$ cat src/rtl/cnn_pkg.sv
// -----------------------------------------------------------------------------
// cnn_pkg
// Shared constants and helpers for the CNN datapath blocks (conv_requant,
// requant_sat, max_pool and the later fully-connected stage).
//  - default widths for samples, accumulators and biases
//  - shift-amount field width
//  - saturation constant for the default output width
//  - clog2 / idx_width helpers for sizing index ports and counters
// -----------------------------------------------------------------------------
package cnn_pkg;

    localparam int DWIDTH_DEF    = 8;
    localparam int ACC_WIDTH_DEF = 20;
    localparam int BWIDTH_DEF    = 16;
    localparam int SHIFT_W       = 5;

    // Largest unsigned code at the default output width.
    localparam int SAT_MAX = (1 << DWIDTH_DEF) - 1;

    function automatic int clog2(input int n);
        int r;
        r = 0;
        while ((1 << r) < n) r++;
        return r;
    endfunction

    // Index width that never collapses to zero bits (a single entry still
    // gets a 1-bit index that is simply always 0).
    function automatic int idx_width(input int n);
        return (n > 1) ? clog2(n) : 1;
    endfunction

endpackage

$ cat src/rtl/requant_sat.sv
// -----------------------------------------------------------------------------
// requant_sat
// Purely combinational requantisation helpers, split in two independent halves
// so a pipelined user can register between them and a single-cycle user can
// simply connect shifted -> sat_in.
//   shift half : shifted = (sext(sum_in) + round) >>> shift_amt
//   sat half   : sat_out = ReLU + unsigned saturation of sat_in to DWIDTH bits
// Build option: REQUANT_ROUND_EN defined -> round-half-up (adds 2^(shift_amt-1)
// before the shift, nothing when shift_amt is 0); undefined -> plain floor.
// Ports:
//   sum_in    in  SUM_W     signed biased accumulator
//   shift_amt in  SHIFT_W   arithmetic right-shift amount
//   shifted   out SUM_W+1   signed shifted (and optionally rounded) value
//   sat_in    in  SUM_W+1   signed value to clamp
//   sat_out   out DWIDTH    clamped unsigned code
// -----------------------------------------------------------------------------
module requant_sat
    import cnn_pkg::*;
#(
    parameter int DWIDTH = DWIDTH_DEF,
    parameter int SUM_W  = ACC_WIDTH_DEF + 1
) (
    input  logic signed [SUM_W-1:0] sum_in,
    input  logic        [SHIFT_W-1:0] shift_amt,
    output logic signed [SUM_W:0]   shifted,
    input  logic signed [SUM_W:0]   sat_in,
    output logic        [DWIDTH-1:0] sat_out
);

    // One extra bit so the rounding add cannot overflow a full-scale sum.
    localparam int RW = SUM_W + 1;

    logic signed [RW-1:0] sum_ext;
    logic signed [RW-1:0] round_add;

    // NOTE: every signal written in always_comb gets a default before any
    // conditional assignment, so no path leaves it unassigned (no latch).
    always_comb begin
        sum_ext   = {sum_in[SUM_W-1], sum_in};
        round_add = '0;
`ifdef REQUANT_ROUND_EN
        if (shift_amt != '0) begin
            round_add = RW'(1) << (shift_amt - SHIFT_W'(1));
        end
`endif
        shifted = (sum_ext + round_add) >>> shift_amt;
    end

    // Negative -> 0, anything above the DWIDTH range -> all ones.
    always_comb begin
        sat_out = sat_in[DWIDTH-1:0];
        if (sat_in[RW-1]) begin
            sat_out = '0;
        end else if (|sat_in[RW-2:DWIDTH]) begin
            sat_out = '1;
        end
    end

endmodule

$ cat src/rtl/conv_requant.sv
// -----------------------------------------------------------------------------
// conv_requant
// Requantisation stage in front of max_pool. Adds a per-channel bias to the
// signed conv accumulator stream, arithmetic-shifts, applies ReLU and saturates
// to an unsigned DWIDTH sample. Tracks pixel/channel position and flags the
// last pixel of each channel. Three pipeline stages, one sample per cycle,
// no backpressure:
//   S1: sum = sext(acc_in) + sext(bias[chan]); capture chan/last/en/shift
//   S2: shift (and optional rounding)
//   S3: ReLU/saturate or bypass, drive outputs
// Build option: REQUANT_ROUND_EN selects round-half-up in S2 (default: floor).
// Ports:
//   clk          in  1          rising-edge clock
//   reset        in  1          asynchronous, active-low
//   en_requant   in  1          1 = requantise, 0 = bypass low acc bits
//   acc_in       in  ACC_WIDTH  signed accumulator sample
//   valid_in     in  1          acc_in qualifier
//   shift_amt    in  5          right-shift amount
//   bias_wr_en   in  1          bias write strobe
//   bias_wr_addr in  CH_W       bias index (out-of-range writes ignored)
//   bias_wr_data in  BWIDTH     signed bias value
//   data_out     out DWIDTH     requantised sample
//   valid_out    out 1          data_out qualifier
//   chan_out     out CH_W       channel of data_out
//   last_out     out 1          last pixel of the channel (only with valid_out)
// -----------------------------------------------------------------------------
module conv_requant
    import cnn_pkg::*;
#(
    parameter int  DWIDTH     = DWIDTH_DEF,
    parameter int  ACC_WIDTH  = ACC_WIDTH_DEF,
    parameter int  BWIDTH     = BWIDTH_DEF,
    parameter int  NUM_CH     = 4,
    parameter int  PIX_PER_CH = 16,
    localparam int CH_W       = idx_width(NUM_CH)
) (
    input  logic                 clk,
    input  logic                 reset,
    input  logic                 en_requant,
    input  logic [ACC_WIDTH-1:0] acc_in,
    input  logic                 valid_in,
    input  logic [SHIFT_W-1:0]   shift_amt,
    input  logic                 bias_wr_en,
    input  logic [CH_W-1:0]      bias_wr_addr,
    input  logic [BWIDTH-1:0]    bias_wr_data,
    output logic [DWIDTH-1:0]    data_out,
    output logic                 valid_out,
    output logic [CH_W-1:0]      chan_out,
    output logic                 last_out
);

    localparam int SUM_W = ACC_WIDTH + 1;
    localparam int PIX_W = idx_width(PIX_PER_CH);

    localparam logic [PIX_W-1:0] PIX_LAST = PIX_W'(PIX_PER_CH - 1);
    localparam logic [CH_W-1:0]  CH_LAST  = CH_W'(NUM_CH - 1);

    // ---------------------------------------------------------------- bias RF
    logic [BWIDTH-1:0] bias_q [NUM_CH];

    // NOTE: the bias file is small and must read as zero after reset, so it
    // is built from resettable flops rather than an inferred RAM.
    always_ff @(posedge clk or negedge reset) begin
        if (!reset) begin
            for (int i = 0; i < NUM_CH; i++) bias_q[i] <= '0;
        end else if (bias_wr_en) begin
            // Addresses >= NUM_CH match no entry and are dropped.
            for (int i = 0; i < NUM_CH; i++) begin
                if (bias_wr_addr == CH_W'(i)) bias_q[i] <= bias_wr_data;
            end
        end
    end

    // ------------------------------------------------------ position counters
    logic [PIX_W-1:0] pix_q;
    logic [CH_W-1:0]  chan_q;
    logic             pix_last;

    assign pix_last = (pix_q == PIX_LAST);

    // NOTE: all clocked state uses non-blocking assignments so every register
    // samples pre-edge values regardless of statement order.
    always_ff @(posedge clk or negedge reset) begin
        if (!reset) begin
            pix_q  <= '0;
            chan_q <= '0;
        end else if (valid_in) begin
            if (pix_last) begin
                pix_q  <= '0;
                chan_q <= (chan_q == CH_LAST) ? '0 : chan_q + CH_W'(1);
            end else begin
                pix_q  <= pix_q + PIX_W'(1);
            end
        end
    end

    // ------------------------------------------------------------------- S1
    // The bias read sees the pre-edge register value, so a write landing in
    // the same cycle only affects later samples.
    logic [BWIDTH-1:0]       bias_cur;
    logic signed [SUM_W-1:0] acc_ext;
    logic signed [SUM_W-1:0] bias_ext;

    assign bias_cur = bias_q[chan_q];
    assign acc_ext  = {{(SUM_W - ACC_WIDTH){acc_in[ACC_WIDTH-1]}}, acc_in};
    assign bias_ext = {{(SUM_W - BWIDTH){bias_cur[BWIDTH-1]}}, bias_cur};

    logic                    s1_valid;
    logic signed [SUM_W-1:0] s1_sum;
    logic [SHIFT_W-1:0]      s1_shift;
    logic                    s1_en;
    logic [DWIDTH-1:0]       s1_raw;
    logic [CH_W-1:0]         s1_chan;
    logic                    s1_last;

    always_ff @(posedge clk or negedge reset) begin
        if (!reset) begin
            s1_valid <= 1'b0;
            s1_sum   <= '0;
            s1_shift <= '0;
            s1_en    <= 1'b0;
            s1_raw   <= '0;
            s1_chan  <= '0;
            s1_last  <= 1'b0;
        end else begin
            s1_valid <= valid_in;
            s1_sum   <= acc_ext + bias_ext;
            s1_shift <= shift_amt;
            s1_en    <= en_requant;
            s1_raw   <= acc_in[DWIDTH-1:0];
            s1_chan  <= chan_q;
            s1_last  <= pix_last;
        end
    end

    // ------------------------------------------------------------------- S2
    logic signed [SUM_W:0] shifted;
    logic signed [SUM_W:0] s2_shifted;
    logic [DWIDTH-1:0]     sat_code;

    requant_sat #(
        .DWIDTH (DWIDTH),
        .SUM_W  (SUM_W)
    ) u_requant_sat (
        .sum_in    (s1_sum),
        .shift_amt (s1_shift),
        .shifted   (shifted),
        .sat_in    (s2_shifted),
        .sat_out   (sat_code)
    );

    logic              s2_valid;
    logic              s2_en;
    logic [DWIDTH-1:0] s2_raw;
    logic [CH_W-1:0]   s2_chan;
    logic              s2_last;

    always_ff @(posedge clk or negedge reset) begin
        if (!reset) begin
            s2_valid   <= 1'b0;
            s2_shifted <= '0;
            s2_en      <= 1'b0;
            s2_raw     <= '0;
            s2_chan    <= '0;
            s2_last    <= 1'b0;
        end else begin
            s2_valid   <= s1_valid;
            s2_shifted <= shifted;
            s2_en      <= s1_en;
            s2_raw     <= s1_raw;
            s2_chan    <= s1_chan;
            s2_last    <= s1_last;
        end
    end

    // ------------------------------------------------------------------- S3
    // data_out/chan_out only load on a valid sample and hold across bubbles;
    // last_out is qualified so it can never be seen without valid_out.
    always_ff @(posedge clk or negedge reset) begin
        if (!reset) begin
            valid_out <= 1'b0;
            last_out  <= 1'b0;
            data_out  <= '0;
            chan_out  <= '0;
        end else begin
            valid_out <= s2_valid;
            last_out  <= s2_valid & s2_last;
            if (s2_valid) begin
                data_out <= s2_en ? sat_code : s2_raw;
                chan_out <= s2_chan;
            end
        end
    end

endmodule
$ cat config.mk
export PLATFORM = sky130hd
export DESIGN_NAME = conv_requant
export DESIGN_NICKNAME = d
export VERILOG_FILES = /design/src/rtl/cnn_pkg.sv /design/src/rtl/requant_sat.sv /design/src/rtl/conv_requant.sv
export SDC_FILE = /design/constraint.sdc
export NUM_CORES = 1
export LEC_CHECK = 0
export BUFFER_PORTS_ARGS = -buffer_cell sky130_fd_sc_hd__buf_2
export CAP_MARGIN = 20
export CORE_MARGIN = 2
export CORE_UTILIZATION = 45
export DETAILED_ROUTE_END_ITERATION = 8
export PLACE_DENSITY = 0.65
export SLEW_MARGIN = 25
export SYNTH_ARGS = -nofsm -noshare
export SYNTH_HDL_FRONTEND = slang
export SYNTH_SLANG_ARGS = --single-unit
$ cat constraint.sdc
create_clock -name clk -period 3.15 [get_ports clk]
set_clock_uncertainty 0.1 [all_clocks]
set_input_delay 0.1575 -clock clk [delete_from_list [all_inputs] [get_ports clk]]
set_output_delay 0.1575 -clock clk [all_outputs]
set_load 0.02 [all_outputs]
== After elaboration in Yosys (flattened, before gate mapping) ==
Cells that the tools add are included.
Word-level totals
  register bits after elaboration: 156
  bits of input ports: 48
Cells by class
  reductions and logical operators: 7
  equality and inequality tests: 5
  mux-type cells: 8
  bitwise gates (word level): 2
  shifts and indexed selects: 1
  magnitude comparators: 1
  $add $sub $neg: 3
Operators by type and width (count)
  $bmux 16 s2: 1
  $mux 16: 2
  $mux 8: 3
  $sshr 21x5->22: 1
  $add 20x16->21: 1
  $reduce_or 13->1: 1
  $reduce_and 2->1: 5
  $eq 2x2->1 const B: 3
  $add 4x1->4 const B: 1
  $eq 4x4->1 const B: 1
  $mux 4: 1
  $ge 3x3->1 const B: 1
  $not 2->3: 1
  $add 2x1->2 const B: 1
  $eq 2x1->1 const B: 1
  $logic_not 2->1: 1
  $mux 2: 1
  $and 1x1->1: 1

== Longest topological paths before layout ==
Gate-level depths: netlist (run 1).
  depth in word-level cells: 5
  depth in mapped cells: 11

== Cells and area by module ==
Synthesis (run 1) repeated with hierarchy kept, for this count alone.
Second synthesis, totals
  cell total of the unflattened synthesis: 609
  area, all modules: 7798.7 sq um
Modules (own cells, without submodules)
  conv_requant: seq. area each 3903.7 sq um, cells each 453, instances 1, area each 6476.2 sq um
  requant_sat: seq. area each 0.0 sq um, cells each 156, instances 1, area each 1322.5 sq um

== Worst setup path after synthesis (run 1) ==
OpenSTA, ideal clock, no wires.
  path type: register to register
  start: register chan_q[0]
  end: register s1_sum[20]
  buffers on the path: 3
  library setup time: 88 ps
  period minus slack after synthesis: 3112 ps
  arrival time: 2924 ps
  slack: 38 ps
  cell stages (with the launch flop): 12
  path through: dfrtp_1 > buf_2 > buf_2 > mux4_2 > ha_1 > clkbuf_1 > a21oi_1 > o21ai_0 > nand3_1 > o311ai_2 > or3_1 > a41oi_1
On the way
  cells in the longest elaborated chain, start to end: 5
Ends and longest elaborated chain
  start, declared: line conv_requant.sv:76  | logic [CH_W-1:0] chan_q;
  start signal, assigned: line conv_requant.sv:90  | chan_q <= (chan_q == CH_LAST) ? '0 : chan_q + CH_W'(1);
  $not 2->3 (implied by the code): line conv_requant.sv:104  | assign bias_cur = bias_q[chan_q];
  $bmux 16 s2: line conv_requant.sv:104
  $mux 16 (implied by the code) (2 in a row): line conv_requant.sv:104
  $add 20x16->21: line conv_requant.sv:127  | s1_sum <= acc_ext + bias_ext;
  end signal, assigned: line conv_requant.sv:127
  end, declared: line conv_requant.sv:109  | logic signed [SUM_W-1:0] s1_sum;
Every way passes these cells. The select of a mux whose other input is x is not followed.
A chain may end at the register's enable or synchronous reset.

== Final worst setup path (run 1) ==
  start: register chan_q[1]
  end: register s1_sum[17]
Same word-level chain as after synthesis.

==> results of run 1 <==
-- layout make-up --
class / count / area [um2]
clock buffers: 18 / 439
inverters: 10 / 37.5
repair buffers: 113 / 812
fillers: 1399 / 7420
flip-flops and latches: 155 / 3880
clock inverters: 14 / 136
well taps: 220 / 275
diodes: 1 / 2.50
multi-input cells: 388 / 3400
-- logic make-up after synthesis --
family,count (synthesis),synth area share [%]
xor+xnor,17,2.00
compound gates,93,7.49
buf+inv,40,2.59
simple gates,129,7.76
mux,126,24.1
fa+ha+maj,23,3.96
flops,155,52.1
-- worst min path at each step --
| stage | start | end | cells past startpoint |
|---|---|---|---|
| after floorplan | reset | bias_q[0] | 0 |
| after CTS | acc_in[19] | s1_sum[19] | 3 |
| after global placement | reset | s1_en | 1 |
| final | acc_in[19] | s1_sum[19] | 3 |
| after global routing | acc_in[19] | s1_sum[19] | 3 |
| after detailed placement | reset | s1_en | 1 |
-- synth_stat cells, drive strengths merged, types with 3 or more instances --
cell type	instances
inv	9
and2	5
xnor2	13
nor3	9
nand4	7
buf	15
dfrtp	155
nand2	43
a31oi	7
nand2b	4
a21oi	39
nor2	44
mux2i	20
a21o	3
nand3	8
a41oi	3
o311ai	3
ha	22
clkbuf	15
xor2	4
o21ai	26
mux2	72
mux4	34
-- tightest hold or removal path: stages --
cell,delay [ns]
buf_2,0.08
ha_1,0.20
xnor2_1,0.08
-- registers in the layout, summed over array words and instances (netlist names) --
signal and cells:
s2_valid 1, data_out 8, pix_q 4, s1_en 1, s2_shifted 21, s1_shift 5, s2_en 1, valid_out 1
s1_chan 2, bias_q 64, s1_last 1, last_out 1, s2_last 1, chan_q 2, s1_raw 8, s1_valid 1
s2_chan 2, s2_raw 8, s1_sum 21, chan_out 2
-- metrics by stage --
step / hold WS [ns] / util, % / cell area, um2 / worst slack (ns)
2_1_floorplan: -0.238 / - / 7450 / 0.0381
3_3_place_gp: 0.0520 / 49.1 / 8060 / 0.128
3_5_place_dp: 0.0700 / 49.1 / 8060 / 0.0713
4_1_cts: 0.0266 / 54.6 / 8960 / 0.0352
5_1_grt: 0.0688 / 54.8 / 8980 / 0.0394
6_report: 0.0389 / 54.8 / 8990 / 0.189
-- layer usage --
metal	routed length [um]	up-vias	share of wire [%]
met2	8130	102	52
met5	0	-	0
met1	6590	2552	42
met4	365	0	2.3
met3	538	26	3.4
li1	-	2344	-
-- power breakdown --
part / leakage (uW) / internal, uW / switching, uW
logic: 0.00186 / 1460 / 1460
clock network: 0.000280 / 1120 / 830
registers: 0.00184 / 2530 / 346
-- timing repair --
action | in CTS | in global routing
setup endpoints to repair | 0 | 8
gates resized for setup | 0 | 6
hold endpoints to repair | 146 | 0
hold buffers | 32 | 0
==> impl_results.md, run 1 <==
- Logic depth of the worst path, buffers included: 10
- Final routed wire length divided by cell count: around 17 um
- Required time at the worst-slack endpoint: 3.33 ns
- Mapped Nets: between 600 and 700
- Routability-driven placement congestion ratio: about 0.9
- Fraction of the yosys area taken by sequential cells: between 50% and 60%
- Global-route wire length before repair: around 27 mm
- CP Max Fanout: 10
- Number of placed instances with taps included: 854
- Commonest non-fill, non-tap cell in the layout: dfrtp_1
- Residual antenna-violating net count after detailed routing: 0
- Most area-consuming cells after synthesis: dfrtp_1 (52%), mux2_2 (11%), mux4_2 (8.5%), ha_1 (3.7%), mux2i_1 (2.7%)
- Unrepaired setup endpoints after global routing: false
- Area share of the leading cell type in the synthesized netlist: roughly 52%
- Buffer cell driving the clock tree root: clkbuf_16
- Floorplan Core Area: 0.0164 mm2
- Pin count of the biggest net entering global routing: between 90 and 100
- Depth of the worst register-to-register path: 10
- Status: finished clean
- Worst path bufs/invs: 2
- Nets: between 700 and 800
- Grt met2 use: 34.1%
- Busiest layer in global routing: met2
- Total Die Area: between 0.015 and 0.02 mm2
- Proportion of synthesized flip-flops having asynchronous set or reset: 100%
- Count of cell types in the netlist: between 40 and 50
- Post-layout power: roughly 7800 uW
- Total congestion overflow after global routing: 0
- TritonCTS clock tree: done
- Minimum setup slack among reg-to-reg paths: approximately 0.19 ns
- Destination of the worst register-to-register timing path: s1_sum[17]
- Post-CTS Setup Inserts: 0
- Areal power density over the cells: ~860 mW/mm2
- Reg2reg start: chan_q[1]
- CP startpoint: chan_q[1]
- Total negative setup slack: 0 ns
- Die H: ~130 um
- Clock-pin slew on the worst setup and hold paths: ~0.060 ns
- Cell area after technology mapping: between 0.007 and 0.008 mm2
- Width of the die: 133 um
- Number of vias in the routed layout: between 5000 and 6000
- Final Non-Filler Cells: approximately 920
- Worst endpoint data arrival time: about 3.1 ns
- Peak supply drop: 0.000505 V
- Clk_lat worst skew: 0.43 ns
- Worst stage delay on the critical path: around 0.39 ns
- Number of enable flip-flop cells after synthesis: 0
- Total wirelength of the detailed-routed design: between 15 and 20 mm
- Initial antenna violation count: 0
- Count of final setup violators: 0
- Final hold violation count: 0
- Synthesis-stage register bit count: 155
- Critical Path Sink Type: flip-flop
- Leading cell types in the layout, fill and taps excluded: dfrtp_1 (153), mux2_2 (72), buf_2 (58), nor2_1 (44), nand2_1 (43)
- H-tree lvl count: 4
- # IOs: 60
- Crit path time final: slightly below 3 ns
- DRC Markers: 0
- Via count of the first global-routing pass: ~5300
- GRT Overall Usage: roughly a fifth
- IO Port Bufs: just under 60
- 1st-iter DRT viols: 197
- Number of synthesis warnings: 0
- Slew of the pin with the lowest slew margin: about 0.98 ns
- Via density per instance: 5.47
- Cell at the slowest stage of the critical path: dfrtp_1
- DRT Pass-1 Iters: 4
- Max-cap violations: 0
- Top flip-flop cell by instance count after synthesis: dfrtp_1
- Library cell with the largest summed area after synthesis: dfrtp_1
- Number of buffers created by CTS: 17
- Crit share post-route: between 90% and 100%
- Critical path's top delay family: compound AO/OA/AOI/OAI gates
- Number of cell rows: between 40 and 50
- Layout Area Growth over Synthesis: 20.6%
- Path type of the worst setup path: reg -> reg
- Critical Path, Cell by Cell: buf_4 > buf_4 > mux4_2 > ha_1 > a21oi_1 > o21ai_0 > o21a_1 > o21ai_0 > o311ai_0 > xor2_1
- Fraction of met3 tracks used by global routing: 4.56%
- Static Leak: 0.00397 uW
- Cell count after synthesis: 583
- CP endpoint: s1_sum[17]
- Max Fclk: roughly 0.34 GHz
- Post-Syn Area per Cell: about 13 um2
- Initial Util: 45.4%
- Slew Limit Headroom: about a third
- Startpoint type of the worst setup path: flip-flop
- Global routing usage on met1: around 23%
- Share of cells above drive strength 1: about a third
- Path category of the worst min-delay check: in -> reg
- Final Slew Violations: 0
- Bufs on Longest Clock Path: 2
- Number of sinks handled by clock tree synthesis: roughly 160
- Estimated wirelength of the detail-placed design: between 10 and 15 mm
(Power assumes the default switching activity.)
==> run 2, diff against run 1 <==
--- a/config.mk
+++ b/config.mk
@@ -8,9 +8,9 @@
 export BUFFER_PORTS_ARGS = -buffer_cell sky130_fd_sc_hd__buf_2
 export CAP_MARGIN = 20
 export CORE_MARGIN = 2
-export CORE_UTILIZATION = 45
+export CORE_UTILIZATION = 50
 export DETAILED_ROUTE_END_ITERATION = 8
-export PLACE_DENSITY = 0.65
+export PLACE_DENSITY = 0.71
 export SLEW_MARGIN = 25
 export SYNTH_ARGS = -nofsm -noshare
 export SYNTH_HDL_FRONTEND = slang
==> run 2 against run 1 <==
First-iteration DRC count increased by 31%. Clock power shrank 3%. Non-clock buffer count increased by 1. Flip-flop and latch count stayed put. Hold slack gained 0.00085 ns. Design area decreased by 0.97%. Sequential share of layout area up 0.40 points. Largest cell class unchanged. Largest power group is now sequential cells. Highest routed layer unchanged.
==> impl_results.md, run 2 (synthesis gave the netlist of run 1 again) <==
- Final Non-Filler Cells: 882 (-4.0%)
- Post-CTS Setup Inserts: 0 (unchanged)
- Fraction of met3 tracks used by global routing: 3.87% (-0.69 points)
- Number of flip-flops in the largest register: 64 (unchanged)
- # IOs: 60 (unchanged)
- Depth of the worst register-to-register path: 9 (-1)
- Global routing usage on met1: 25.1% (+2.3 points)
- Reg2reg start: chan_q[0]
- Max Fclk: 0.333 GHz (-1.5%)
- Buffer cell driving the clock tree root: clkbuf_16
- CP Max Fanout: 3 (-7)
- Crit share post-route: 95.4% (+1.4 points)
- Die H: 126 um (-5.0%)
- Worst Hold Depth: 3 (unchanged)
- Initial antenna violation count: 0 (unchanged)
- Total negative setup slack: 0 ns (unchanged)
- IO Port Bufs: 59 (unchanged)
- Crit path time final: 3.00 ns (+0.0439 ns)
- GRT Overall Usage: 20.4% (+1.1 points)
- Static Leak: 0.00396 uW (-0.46%)
- Peak supply drop: 0.000471 V (-6.8%)
- Number of cell rows: 44 (-6.4%)
- Pre-CTS setup slack: 0.132 ns (+0.0606 ns)
- Bufs on Longest Clock Path: 2 (unchanged)
- Slew of the pin with the lowest slew margin: 0.956 ns (-0.0223 ns)
- Total wirelength of the detailed-routed design: 15.2 mm (-2.8%)
- Critical Path Sink Type: flip-flop
- Startpoint type of the worst setup path: flip-flop
- Width of the die: 126 um (-5.0%)
- Commonest non-fill, non-tap cell in the layout: dfrtp_1
- Estimated wirelength of the detail-placed design: 11.0 mm (-3.1%)
- Total congestion overflow after global routing: 0 (unchanged)
- Number of placed instances with taps included: 819 (-4.1%)
- Minimum setup slack among reg-to-reg paths: 0.15 ns (-0.04 ns)
- Global-route wire length before repair: 25.5 mm (-3.8%)
- TritonCTS clock tree: done
- Antenna fix cells: 0 (-1)
- DRT Pass-1 Iters: 4 (unchanged)
- Destination of the worst register-to-register timing path: s1_sum[20]
- Final hold violation count: 0 (unchanged)
- Unrepaired setup endpoints after global routing: true
- Number of sinks handled by clock tree synthesis: 155 (unchanged)
- Leading cell types in the layout, fill and taps excluded: dfrtp_1 (155), mux2_2 (72), buf_2 (58), nor2_1 (44), nand2_1 (43)
- Largest register by flop count: bias_q
- Share of cells above drive strength 1: 30.9% (-0.86 points)
- Hold-critical path endpoint: s1_sum[19]
- H-tree lvl count: 4 (unchanged)
- Initial Util: 51.3% (+5.9 points)
- Grt met2 use: 35.7% (+1.6 points)
- Status: finished clean
- Layout Area Growth over Synthesis: 19.4%
- Nets: 757 (+0.13%)
- Number of vias in the routed layout: 4940 (-1.7%)
- Final WS setup: 0.145 ns (-0.0439 ns)
- Path category of the worst min-delay check: in -> reg
- Number of buffers created by CTS: 17 (unchanged)
- Count of final setup violators: 0 (unchanged)
- Slew Limit Headroom: 36.1% (+1.5 points)
- Worst hold slack: 0.0398 ns (+0.000852 ns)
- Total Die Area: 0.0159 mm2 (-9.7%)
- Floorplan Core Area: 0.0145 mm2 (-11%)
- Busiest layer in global routing: met2
- Routability-driven placement congestion ratio: 0.898 (about the same)
- Clock-pin slew on the worst setup and hold paths: 0.06 ns (about the same)
- DRC Markers: 0 (unchanged)
- Areal power density over the cells: 857 mW/mm2 (-0.70%)
- Largest registers: bias_q (64), s1_sum (21), s2_shifted (21)
- Clk_lat worst skew: 0.42 ns (about the same)
- Path type of the worst setup path: reg -> reg
- 1st-iter DRT viols: 258 (+31%)
- Required time at the worst-slack endpoint: 3.38 ns (+0.05 ns)
- Worst endpoint data arrival time: 3.24 ns (+0.10 ns)
- Max-cap violations: 0 (unchanged)
- Via density per instance: 5.60 (+2.5%)
- Pin count of the biggest net entering global routing: 103 (+8.4%)
- Min-Delay Startpoint: acc_in[19]
- Final routed wire length divided by cell count: 17.2 um (+1.3%)
- Residual antenna-violating net count after detailed routing: 0 (unchanged)
- Via count of the first global-routing pass: 5211 (-2.4%)
- Final Slew Violations: 0 (unchanged)
==> run 2: changes by cell type in the layout (fill, tap and decap cells not counted), sizes merged <==
cell / change
clkinv: -2
inv: -5
diode: -1
clkbuf: +6
buf: +1
==> run 2: cell type report <==
cell class	count	area (um2)
clock inverters	7	65.1
clock buffers	24	492
repair buffers	114	807
fillers	1164	5630
inverters	10	37.5
multi-input cells	388	3390
well taps	184	230
flip-flops and latches	155	3880
==> run 2: worst max-delay path by stage <==
stage | start | endpoint | cells past startpoint
floorplan | chan_q[0] | s1_sum[20] | 11
global placement | chan_q[0] | s1_sum[17] | 9
detailed placement | chan_q[0] | s1_sum[20] | 9
CTS | chan_q[0] | s1_sum[20] | 9
global route | chan_q[0] | s1_sum[19] | 9
finish | chan_q[0] | s1_sum[20] | 9
==> run 2: routing by layer <==
| metal | up-vias | wire length [um] | part of all wire (%) |
|---|---|---|---|
| li1 | 2341 | - | - |
| met1 | 2492 | 6490 | 43 |
| met2 | 85 | 7980 | 53 |
| met3 | 22 | 437 | 2.9 |
| met4 | 0 | 269 | 1.8 |
| met5 | - | 0 | 0 |
==> run 2: repair_timing <==
action                                  CTS  global route
hold buffers                             32             0
gates resized for setup                   0             3
hold endpoints to repair                184             0
endpoints found under the setup margin    0             3
==> run 2: report_power, final <==
| part | switching, uW | total, uW | leakage (uW) | internal (uW) |
|---|---|---|---|---|
| clock network | 745 | 1900 | 0.000272 | 1160 |
| logic | 1400 | 2850 | 0.00185 | 1440 |
| registers | 345 | 2880 | 0.00184 | 2530 |
==> run 2: stage by stage <==
step / util (%) / area, um2 / total power [uW]
6_report: 61.2 / 8900 / 7630
5_1_grt: 61.2 / 8900 / 8140
4_1_cts: 61.2 / 8890 / 7670
3_5_place_dp: 55.1 / 8010 / 5710
3_3_place_gp: 55.1 / 8010 / 5640
2_1_floorplan: - / 7450 / 4870
==> run 2: worst max-delay path: stages, from the launching register on <==
cell and delay [ns]:
dfrtp_1 0.42, mux4_2 0.52, ha_1 0.22, fa_1 0.40
a21oi_1 0.21, o21ai_0 0.15, a21oi_2 0.22, o311ai_2 0.13
or3_1 0.34, a41oi_1 0.21
